`src/rtl/ex_mul_unit.sv`:
```
// Multi-cycle MUL/MLA/UMULL/UMLAL/SMULL/SMLAL unit consuming STEP_BITS multiplier bits per cycle.
// Long 64-bit forms are built only when EX_MUL_LONG_EN is defined; otherwise P is DATA_W wide.
module ex_mul_unit #(
    parameter int DATA_W     = 32,
    parameter int STEP_BITS  = 8,
    parameter int EARLY_TERM = 1
) (
    input  logic              i_clk,
    input  logic              i_rst_n,
    input  logic              i_start,
    input  logic              i_flush,
    input  logic [DATA_W-1:0] i_op_rm,
    input  logic [DATA_W-1:0] i_op_rs,
    input  logic [DATA_W-1:0] i_acc_lo,
    input  logic [DATA_W-1:0] i_acc_hi,
    input  logic              i_accumulate,
    input  logic              i_long,
    input  logic              i_signed,
    input  logic              i_set_flags,
    input  logic [3:0]        i_nzcv,
    input  logic [3:0]        i_rd_lo_code,
    input  logic [3:0]        i_rd_hi_code,
    output logic              o_busy,
    output logic              o_done,
    output logic [DATA_W-1:0] o_result_lo,
    output logic [DATA_W-1:0] o_result_hi,
    output logic              o_rd_lo_en,
    output logic              o_rd_hi_en,
    output logic [3:0]        o_rd_lo_code,
    output logic [3:0]        o_rd_hi_code,
    output logic              o_nzcv_en,
    output logic [3:0]        o_nzcv
);

`ifdef EX_MUL_LONG_EN
    localparam int PW = 2 * DATA_W;
`else
    localparam int PW = DATA_W;
`endif
    localparam int N  = DATA_W / STEP_BITS;
    localparam int KW = (N > 1) ? $clog2(N) : 1;

    typedef enum logic [1:0] {IDLE, BUSY, DONE} state_t;

    state_t            state_q;
    logic [PW-1:0]     p_q;
    logic [PW-1:0]     mcand_q;
    logic [DATA_W-1:0] mplier_q;
    logic [KW-1:0]     k_q;
    logic              signed_q;
    logic              set_flags_q;
    logic [1:0]        cv_q;
    logic [3:0]        cap_lo_code_q;

    logic              done_q;
    logic [DATA_W-1:0] res_lo_q;
    logic              lo_en_q;
    logic [3:0]        lo_code_q;
    logic              nzcv_en_q;
    logic [3:0]        nzcv_q;

`ifdef EX_MUL_LONG_EN
    logic              long_q;
    logic [3:0]        cap_hi_code_q;
    logic [DATA_W-1:0] res_hi_q;
    logic              hi_en_q;
    logic [3:0]        hi_code_q;
`endif

    logic [STEP_BITS-1:0]   chunk;
    logic [DATA_W-STEP_BITS:0] upper;
    logic                   early_d;
    logic                   last_d;
    logic                   chunk_neg;
    logic [PW-1:0]          chunk_ext;
    logic [PW-1:0]          pp;
    logic [PW-1:0]          p_d;
    logic [PW-1:0]          mcand_init;
    logic [PW-1:0]          acc_init;
    logic                   n_d;
    logic                   z_d;

    always_comb begin
        chunk = mplier_q[STEP_BITS-1:0];
        // Remaining multiplier bits including the current chunk's MSB; the shift fill
        // keeps the sign (or zero) above, so this test is valid at every step.
        upper   = mplier_q[DATA_W-1:STEP_BITS-1];
        early_d = signed_q ? ((&upper) | ~(|upper)) : ~(|upper[DATA_W-STEP_BITS:1]);
        last_d  = (k_q == KW'(N - 1)) || ((EARLY_TERM != 0) && early_d);
        // The final chunk carries the negative weight of a signed multiplier.
        chunk_neg = signed_q & last_d & chunk[STEP_BITS-1];
        chunk_ext = {{(PW-STEP_BITS){chunk_neg}}, chunk};
        pp        = mcand_q * chunk_ext;
        p_d       = p_q + pp;
`ifdef EX_MUL_LONG_EN
        n_d        = long_q ? p_d[PW-1] : p_d[DATA_W-1];
        z_d        = long_q ? (p_d == '0) : (p_d[DATA_W-1:0] == '0);
        mcand_init = {{DATA_W{i_signed & i_op_rm[DATA_W-1]}}, i_op_rm};
        acc_init   = i_accumulate ? {i_acc_hi, i_acc_lo} : '0;
`else
        n_d        = p_d[DATA_W-1];
        z_d        = (p_d == '0);
        mcand_init = i_op_rm;
        acc_init   = i_accumulate ? i_acc_lo : '0;
`endif
    end

    always_ff @(posedge i_clk or negedge i_rst_n) begin
        if (!i_rst_n) begin
            state_q       <= IDLE;
            p_q           <= '0;
            mcand_q       <= '0;
            mplier_q      <= '0;
            k_q           <= '0;
            signed_q      <= 1'b0;
            set_flags_q   <= 1'b0;
            cv_q          <= 2'b00;
            cap_lo_code_q <= 4'h0;
            done_q        <= 1'b0;
            res_lo_q      <= '0;
            lo_en_q       <= 1'b0;
            lo_code_q     <= 4'h0;
            nzcv_en_q     <= 1'b0;
            nzcv_q        <= 4'h0;
`ifdef EX_MUL_LONG_EN
            long_q        <= 1'b0;
            cap_hi_code_q <= 4'h0;
            res_hi_q      <= '0;
            hi_en_q       <= 1'b0;
            hi_code_q     <= 4'h0;
`endif
        end else begin
            done_q    <= 1'b0;
            res_lo_q  <= '0;
            lo_en_q   <= 1'b0;
            lo_code_q <= 4'h0;
            nzcv_en_q <= 1'b0;
            nzcv_q    <= 4'h0;
`ifdef EX_MUL_LONG_EN
            res_hi_q  <= '0;
            hi_en_q   <= 1'b0;
            hi_code_q <= 4'h0;
`endif
            case (state_q)
                IDLE: begin
                    if (i_start && !i_flush) begin
                        state_q       <= BUSY;
                        p_q           <= acc_init;
                        mcand_q       <= mcand_init;
                        mplier_q      <= i_op_rs;
                        k_q           <= '0;
                        signed_q      <= i_signed;
                        set_flags_q   <= i_set_flags;
                        cv_q          <= i_nzcv[1:0];
                        cap_lo_code_q <= i_rd_lo_code;
`ifdef EX_MUL_LONG_EN
                        long_q        <= i_long;
                        cap_hi_code_q <= i_rd_hi_code;
`endif
                    end
                end
                BUSY: begin
                    if (i_flush) begin
                        state_q <= IDLE;
                    end else begin
                        p_q      <= p_d;
                        mcand_q  <= mcand_q << STEP_BITS;
                        mplier_q <= {{STEP_BITS{signed_q & mplier_q[DATA_W-1]}},
                                     mplier_q[DATA_W-1:STEP_BITS]};
                        k_q      <= k_q + 1'b1;
                        if (last_d) begin
                            state_q   <= DONE;
                            done_q    <= 1'b1;
                            res_lo_q  <= p_d[DATA_W-1:0];
                            lo_en_q   <= 1'b1;
                            lo_code_q <= cap_lo_code_q;
                            nzcv_en_q <= set_flags_q;
                            nzcv_q    <= set_flags_q ? {n_d, z_d, cv_q} : 4'h0;
`ifdef EX_MUL_LONG_EN
                            if (long_q) begin
                                res_hi_q  <= p_d[PW-1:DATA_W];
                                hi_en_q   <= 1'b1;
                                hi_code_q <= cap_hi_code_q;
                            end
`endif
                        end
                    end
                end
                // i_start is still the finished instruction here, so it is not re-sampled.
                DONE:    state_q <= IDLE;
                default: state_q <= IDLE;
            endcase
        end
    end

    assign o_busy       = ((state_q == IDLE) && i_start && !i_flush) || (state_q == BUSY);
    assign o_done       = done_q;
    assign o_result_lo  = res_lo_q;
    assign o_rd_lo_en   = lo_en_q;
    assign o_rd_lo_code = lo_code_q;
    assign o_nzcv_en    = nzcv_en_q;
    assign o_nzcv       = nzcv_q;

`ifdef EX_MUL_LONG_EN
    assign o_result_hi  = res_hi_q;
    assign o_rd_hi_en   = hi_en_q;
    assign o_rd_hi_code = hi_code_q;
`else
    assign o_result_hi  = '0;
    assign o_rd_hi_en   = 1'b0;
    assign o_rd_hi_code = 4'h0;

    logic unused_long_inputs;
    assign unused_long_inputs = ^{i_long, i_acc_hi, i_rd_hi_code};
`endif

    logic unused_nz_flags;
    assign unused_nz_flags = ^i_nzcv[3:2];

endmodule

```
`config.mk`:
```
export PLATFORM = sky130hd
export DESIGN_NAME = ex_mul_unit
export DESIGN_NICKNAME = d
export VERILOG_FILES = /design/src/rtl/ex_mul_unit.sv
export SDC_FILE = /design/constraint.sdc
export NUM_CORES = 1
export LEC_CHECK = 0
export CAP_MARGIN = 5
export CORE_ASPECT_RATIO = 1.75
export CORE_MARGIN = 5
export CORE_UTILIZATION = 30
export CTS_CLUSTER_DIAMETER = 50
export DETAILED_ROUTE_END_ITERATION = 8
export PLACE_DENSITY_LB_ADDON = 0.25
export SYNTH_ARGS = -nofsm -noshare
export SYNTH_HDL_FRONTEND = slang
export SYNTH_SLANG_ARGS = --single-unit
```
`constraint.sdc`:
```
create_clock -name i_clk -period 9.7 [get_ports i_clk]
set_clock_uncertainty 0.05 [all_clocks]
set_input_delay 1.455 -clock i_clk [delete_from_list [all_inputs] [get_ports i_clk]]
set_output_delay 1.455 -clock i_clk [all_outputs]
set_load 0.02 [all_outputs]
```
# Word-level counts from Yosys, hierarchy flattened
# Index checks and enable logic that the tools add are counted.
# word_totals
inputBits	148
regBits	150
# classes
n_mux	34
reduce_logical	15
eq_ne	5
bitwise_logic	6
addsub	2
multipliers	1
# ops
op	n
32-bit 2-to-1 mux	10
32-bit case mux with 2 select lines	3
32-bit adder	1
32-bit zero test	1
32-bit by 9-bit multiplier with 32-bit output	1
4-bit 2-to-1 mux	7
25-bit AND reduction	1
25-bit OR reduction	1
24-bit OR reduction	1
2-bit 2-to-1 mux	5
2-bit case mux with 2 select lines	2
1-bit 2-to-1 mux	7
2-bit inequality test (second input constant)	2
2-bit AND reduction	2
1-bit bitwise AND	3
1-bit logical AND	3
3-bit inequality test (second input constant)	1
3-bit AND reduction	1
2-bit by 1-bit adder with 2-bit output (second input constant)	1
2-bit by 1-bit equality test with 1-bit output (second input constant)	1
2-bit equality test (second input constant)	1
2-bit zero test	1
1-bit logical OR	2
1-bit inverter	2
3 further kinds	3

# Depth between registers and ports, before layout
# depth
word_depth	14
depth_mapped	25
depth_no_buf	22

# Least setup slack after synthesis
# Ideal clock, no wire load.
# synth_path
path_type	register -> register
start	register mplier_q[7]
end	register nzcv_q[2] (netlist: o_nzcv[2])
period_less_slack_ns	6.898
arrival_ns	6.748
n_path_buf	3
path_stages_with_launch	26
path_slack_ns	2.802
required_time_ns	9.550
path_cell_list	dfrtp_1 -> buf_6 -> nand2_2 -> or4_4 -> nor4_4 -> o311ai_1 -> clkbuf_1 -> nor2_1 -> fa_1 -> inv_1 -> fa_1 -> fa_1 -> fa_1 -> fa_1 -> inv_1 -> ha_1 -> buf_2 -> a21o_1 -> a221o_1 -> a21oi_2 -> nand2_1 -> xor2_1 -> or4b_1 -> a2111oi_2 -> o2111ai_1 -> nor4bb_1
# synth_between
elab_chain_cells	14
# synth_lines
item	line_no	source
start, declared	48	logic [DATA_W-1:0] mplier_q;
start signal, assigned	150	mplier_q <= i_op_rs;
start signal, assigned	168	mplier_q <= {{STEP_BITS{signed_q & mplier_q[DATA_W-1]}},
25-bit OR reduction	88	early_d = signed_q ? ((&upper) | ~(|upper)) : ~(|upper[DATA_W-STEP_BITS:1]);
1-bit inverter	88	
1-bit OR	88	
1-bit 2-to-1 mux	88	
1-bit logical OR	89	last_d = (k_q == KW'(N - 1)) || ((EARLY_TERM != 0) && early_d);
1-bit bitwise AND (2 in a row)	91	chunk_neg = signed_q & last_d & chunk[STEP_BITS-1];
32-bit by 9-bit multiplier with 32-bit output	93	pp = mcand_q * chunk_ext;
32-bit adder	94	p_d = p_q + pp;
32-bit zero test	102	z_d = (p_d == '0);
4-bit 2-to-1 mux	178	nzcv_q <= set_flags_q ? {n_d, z_d, cv_q} : 4'h0;
4-bit 2-to-1 mux (*)	171	if (last_d) begin
4-bit 2-to-1 mux (*)	163	if (i_flush) begin
4-bit 2-to-1 mux (*)	144	case (state_q)
end signal, assigned	178	
end, declared	60	logic [3:0] nzcv_q;
# Mark *: on every way between the ends. The rest lies on a longest branch, timed or not.
# A chain may end at the register's enable or synchronous reset.

# Worst setup path in the final report
# Ends and elaborated chain as after synthesis.

==> out/metrics.yaml <==
critical_path:
  cp_data_required_time_ps: 9990
  crit_fanout: 28
  path_class: "reg2reg"
  start_kind: "flip-flop"
  timing.critical_path.mode_cell: "fa_1"
  path_cells: "buf_4 -> nand2_2 -> or4_4 -> nor4_4 -> o311ai_2 -> buf_4 -> or2_2 -> fa_1 -> fa_1 -> fa_1 -> fa_1 -> inv_1 -> fa_1 -> ha_1 -> and2_1 -> nor3_1 -> a21oi_1 -> xnor2_1 -> nand4_1 -> or4b_1 -> a2111oi_2 -> o2111ai_1 -> nor4bb_1"
  cp_slowest_cell: "or4b_1"
  cpLargestDelayFamily: "simple AND/OR/NAND/NOR gates"
  end_kind: "flip-flop"
  cp_data_arrival_time_ps: 8270
  critPathMaxStageDelay_ps: 600
  cp_num_buf_inv: 3
synth:
  synth-async-reset-ratio: 1.00
  synthesis.area_um2: 15300
  yosysMostFrequentCell: "nand2_1"
  synth_cells: 1730
  ys_warn_count: 0
  synth.distinct_cells: 69
  synth_ff_type: "dfrtp_1"
  synth_edf_count: 0
  synth_top_cells_by_count: "nand2_1, inv_1, fa_1, dfrtp_1, and2_1"
  avgSynthCellArea_um2: 8.85
  ys_ff_latch: 150
  synth_top_area_share: 0.271
  ys_top_cells_by_area: "fa_1, dfrtp_1, nand2_1"
  yosysTopAreaCell: "fa_1"
  seq_area_frac_synth: 0.245
clock_tree:
  cts.sinks: 150
  clk_pin_slew_worst_paths_ps: 70
  ctsHoldBuffers: 0
  cts-root-buf: "clkbuf_16"
  clk_path_buf_depth: 2
  clock_latency_ps: 460
  cts_buffers: 17
  cts_tree: "yes"
  post_cts_buffers: 0
  htree_levels: 4
  cts_resized: 0
cells_and_area:
  insertedDiodeCount: 0
  nets: 2242
  nFillCells: 5213
  drive_gt1_frac: 0.0400
  area_delta_synth_final_pct: 16.8
  fin_util: 0.353
global_routing:
  antenna_found_initial: 0
  grt_use_total: 0.173
  first_global_vias: 13157
  grt_overflow: 0
  grt_max_degree: 87
  grt_pass1_wl_um: 75300
floorplan:
  rows: 109
  dieArea_um2: 55900
  dieWidth_um: 181
  floorplan.initialDensity: 0.303
  die_h_um: 309
  core_um2: 50600
  io_pins: 229
detailed_routing:
  firstDrtPassIters: 5
  postRouteAntennaNets: 0
  wl_met2_um: 24200
  drt_iter0_drc: 524
  maxUsedRoutingLayer: "met4"
  met1_length_um: 19200
  num_vias: 11977
  drc: 0
  route.met3.wl_um: 2230
  avgRoutedWirePerCell_um: 18.9
  drt-vias-per-instance: 4.81
  wirelength_um: 47100
job:
  drv_cap: 0
timing:
  setup-tns-final_ps: 0
  rsz0062_at_grt: "false"
  timing_hold_violations_final: 0
  slew_headroom: 0.244
  finalSetupViolCount: 0
  max_freq_mhz: 125
  fin_crit_sh: 0.823
  max_slew.worst_pin.slew_ps: 1130
  slew_violations: 0
  fin_crit_ps: 7980
placed_design:
  gp_congestion: 0.872
  portBuffers: 152
  hpwl_um: 36200
run_status:
  run_status: "finished, final reports clean"
worst_hold_path:
  hold_class: "reg2reg"
-- sequential cells by signal, indices dropped and copies added, names as in the netlist --
name,cells
state_q,2
o_rd_lo_code,4
o_result_lo,32
mplier_q,32
cap_lo_code_q,4
cv_q,2
o_nzcv,4
signed_q,1
k_q,2
set_flags_q,1
p_q,32
o_nzcv_en,1
o_rd_lo_en,1
mcand_q,32
-- stage by stage --
step / hold slack, ps / cell area (µm²) / std cells / setup slack, ps
floorplan: 387 / 15500 / 1766 / 2800
global placement: 401 / 17300 / 2458 / 1770
detailed placement: 404 / 17300 / 2458 / 1710
CTS: 421 / 17900 / 2490 / 1660
global route: 448 / 17900 / 2490 / 1350
finish: 419 / 17900 / 2490 / 1720
-- final timing paths --
kind | start | to | slack (ps) | depth (start not counted)
worst max register to register | mplier_q[7] | o_nzcv[2] | 1720 | 23
min in group asynchronous | i_rst_n | o_rd_lo_en | 960 | 1
worst min-delay path | cap_lo_code_q[3] | cap_lo_code_q[3] | 420 | 2
max in group asynchronous | i_rst_n | mplier_q[15] | 7050 | 2
worst min register to register | cap_lo_code_q[3] | cap_lo_code_q[3] | 420 | 2
worst max-delay path | mplier_q[7] | o_nzcv[2] | 1720 | 23
-- cells in the final DEF, fill, tap and decap left out, types with 3 or more instances in the layout --
cell / count
dfrtp_1: 150
clkdlybuf4s50_1: 151
nor2_1: 125
a31oi_1: 76
clkinv_4: 3
o211ai_1: 12
nand4_1: 12
nor3_1: 10
a211oi_1: 9
inv_1: 235
buf_4: 18
fa_1: 207
ha_1: 76
or2_2: 6
or3_1: 6
inv_8: 3
o21a_1: 9
nor2b_1: 5
conb_1: 37
and3_1: 15
o21ai_1: 3
a21o_1: 13
xnor2_1: 28
nand3_1: 28
o21ai_0: 30
nand2b_1: 6
nand2_1: 281
inv_6: 3
clkbuf_16: 17
a211o_1: 3
a21oi_1: 34
a22o_1: 9
and2_1: 133
nor4_1: 7
xor2_1: 10
-- tightest hold or removal path, cell delays in order, from the launching register on --
cell and delay, ps:
dfrtp_1 340, nand2_1 50, nand2_1 50
-- cell families after synthesis --
group / after synthesis / synth area share
AO/OA/AOI/OAI: 226 / 0.0970
XOR/XNOR: 38 / 0.0217
adder cells (fa/ha/maj): 283 / 0.333
buffers and inverters: 379 / 0.103
flip-flops: 150 / 0.245
multiplexers: 1 / 0.000654
other: 1 / 0.000245
AND/OR/NAND/NOR: 652 / 0.200
-- area by class of cell --
class,count,area [µm²],share of cell area
Timing Repair Buffer,170,1660,0.0927
Tap cell,666,833,0.0466
Multi-Input combinational cell,1237,10200,0.569
Inverter,235,882,0.0493
Sequential cell,150,3750,0.210
Clock inverter,13,136,0.00763
Clock buffer,19,453,0.0253
-- per-layer routing --
metal | up-vias | GRT usage
met4 | 0 | 0.0623
li1 | 5554 | -
met2 | 324 | 0.307
met3 | 51 | 0.0311
met1 | 6048 | 0.211
met5 | - | 0
Power is left out: the tool's default activity adds up to more than one toggle a clock period on the data nets, which glitch-free logic cannot reach.
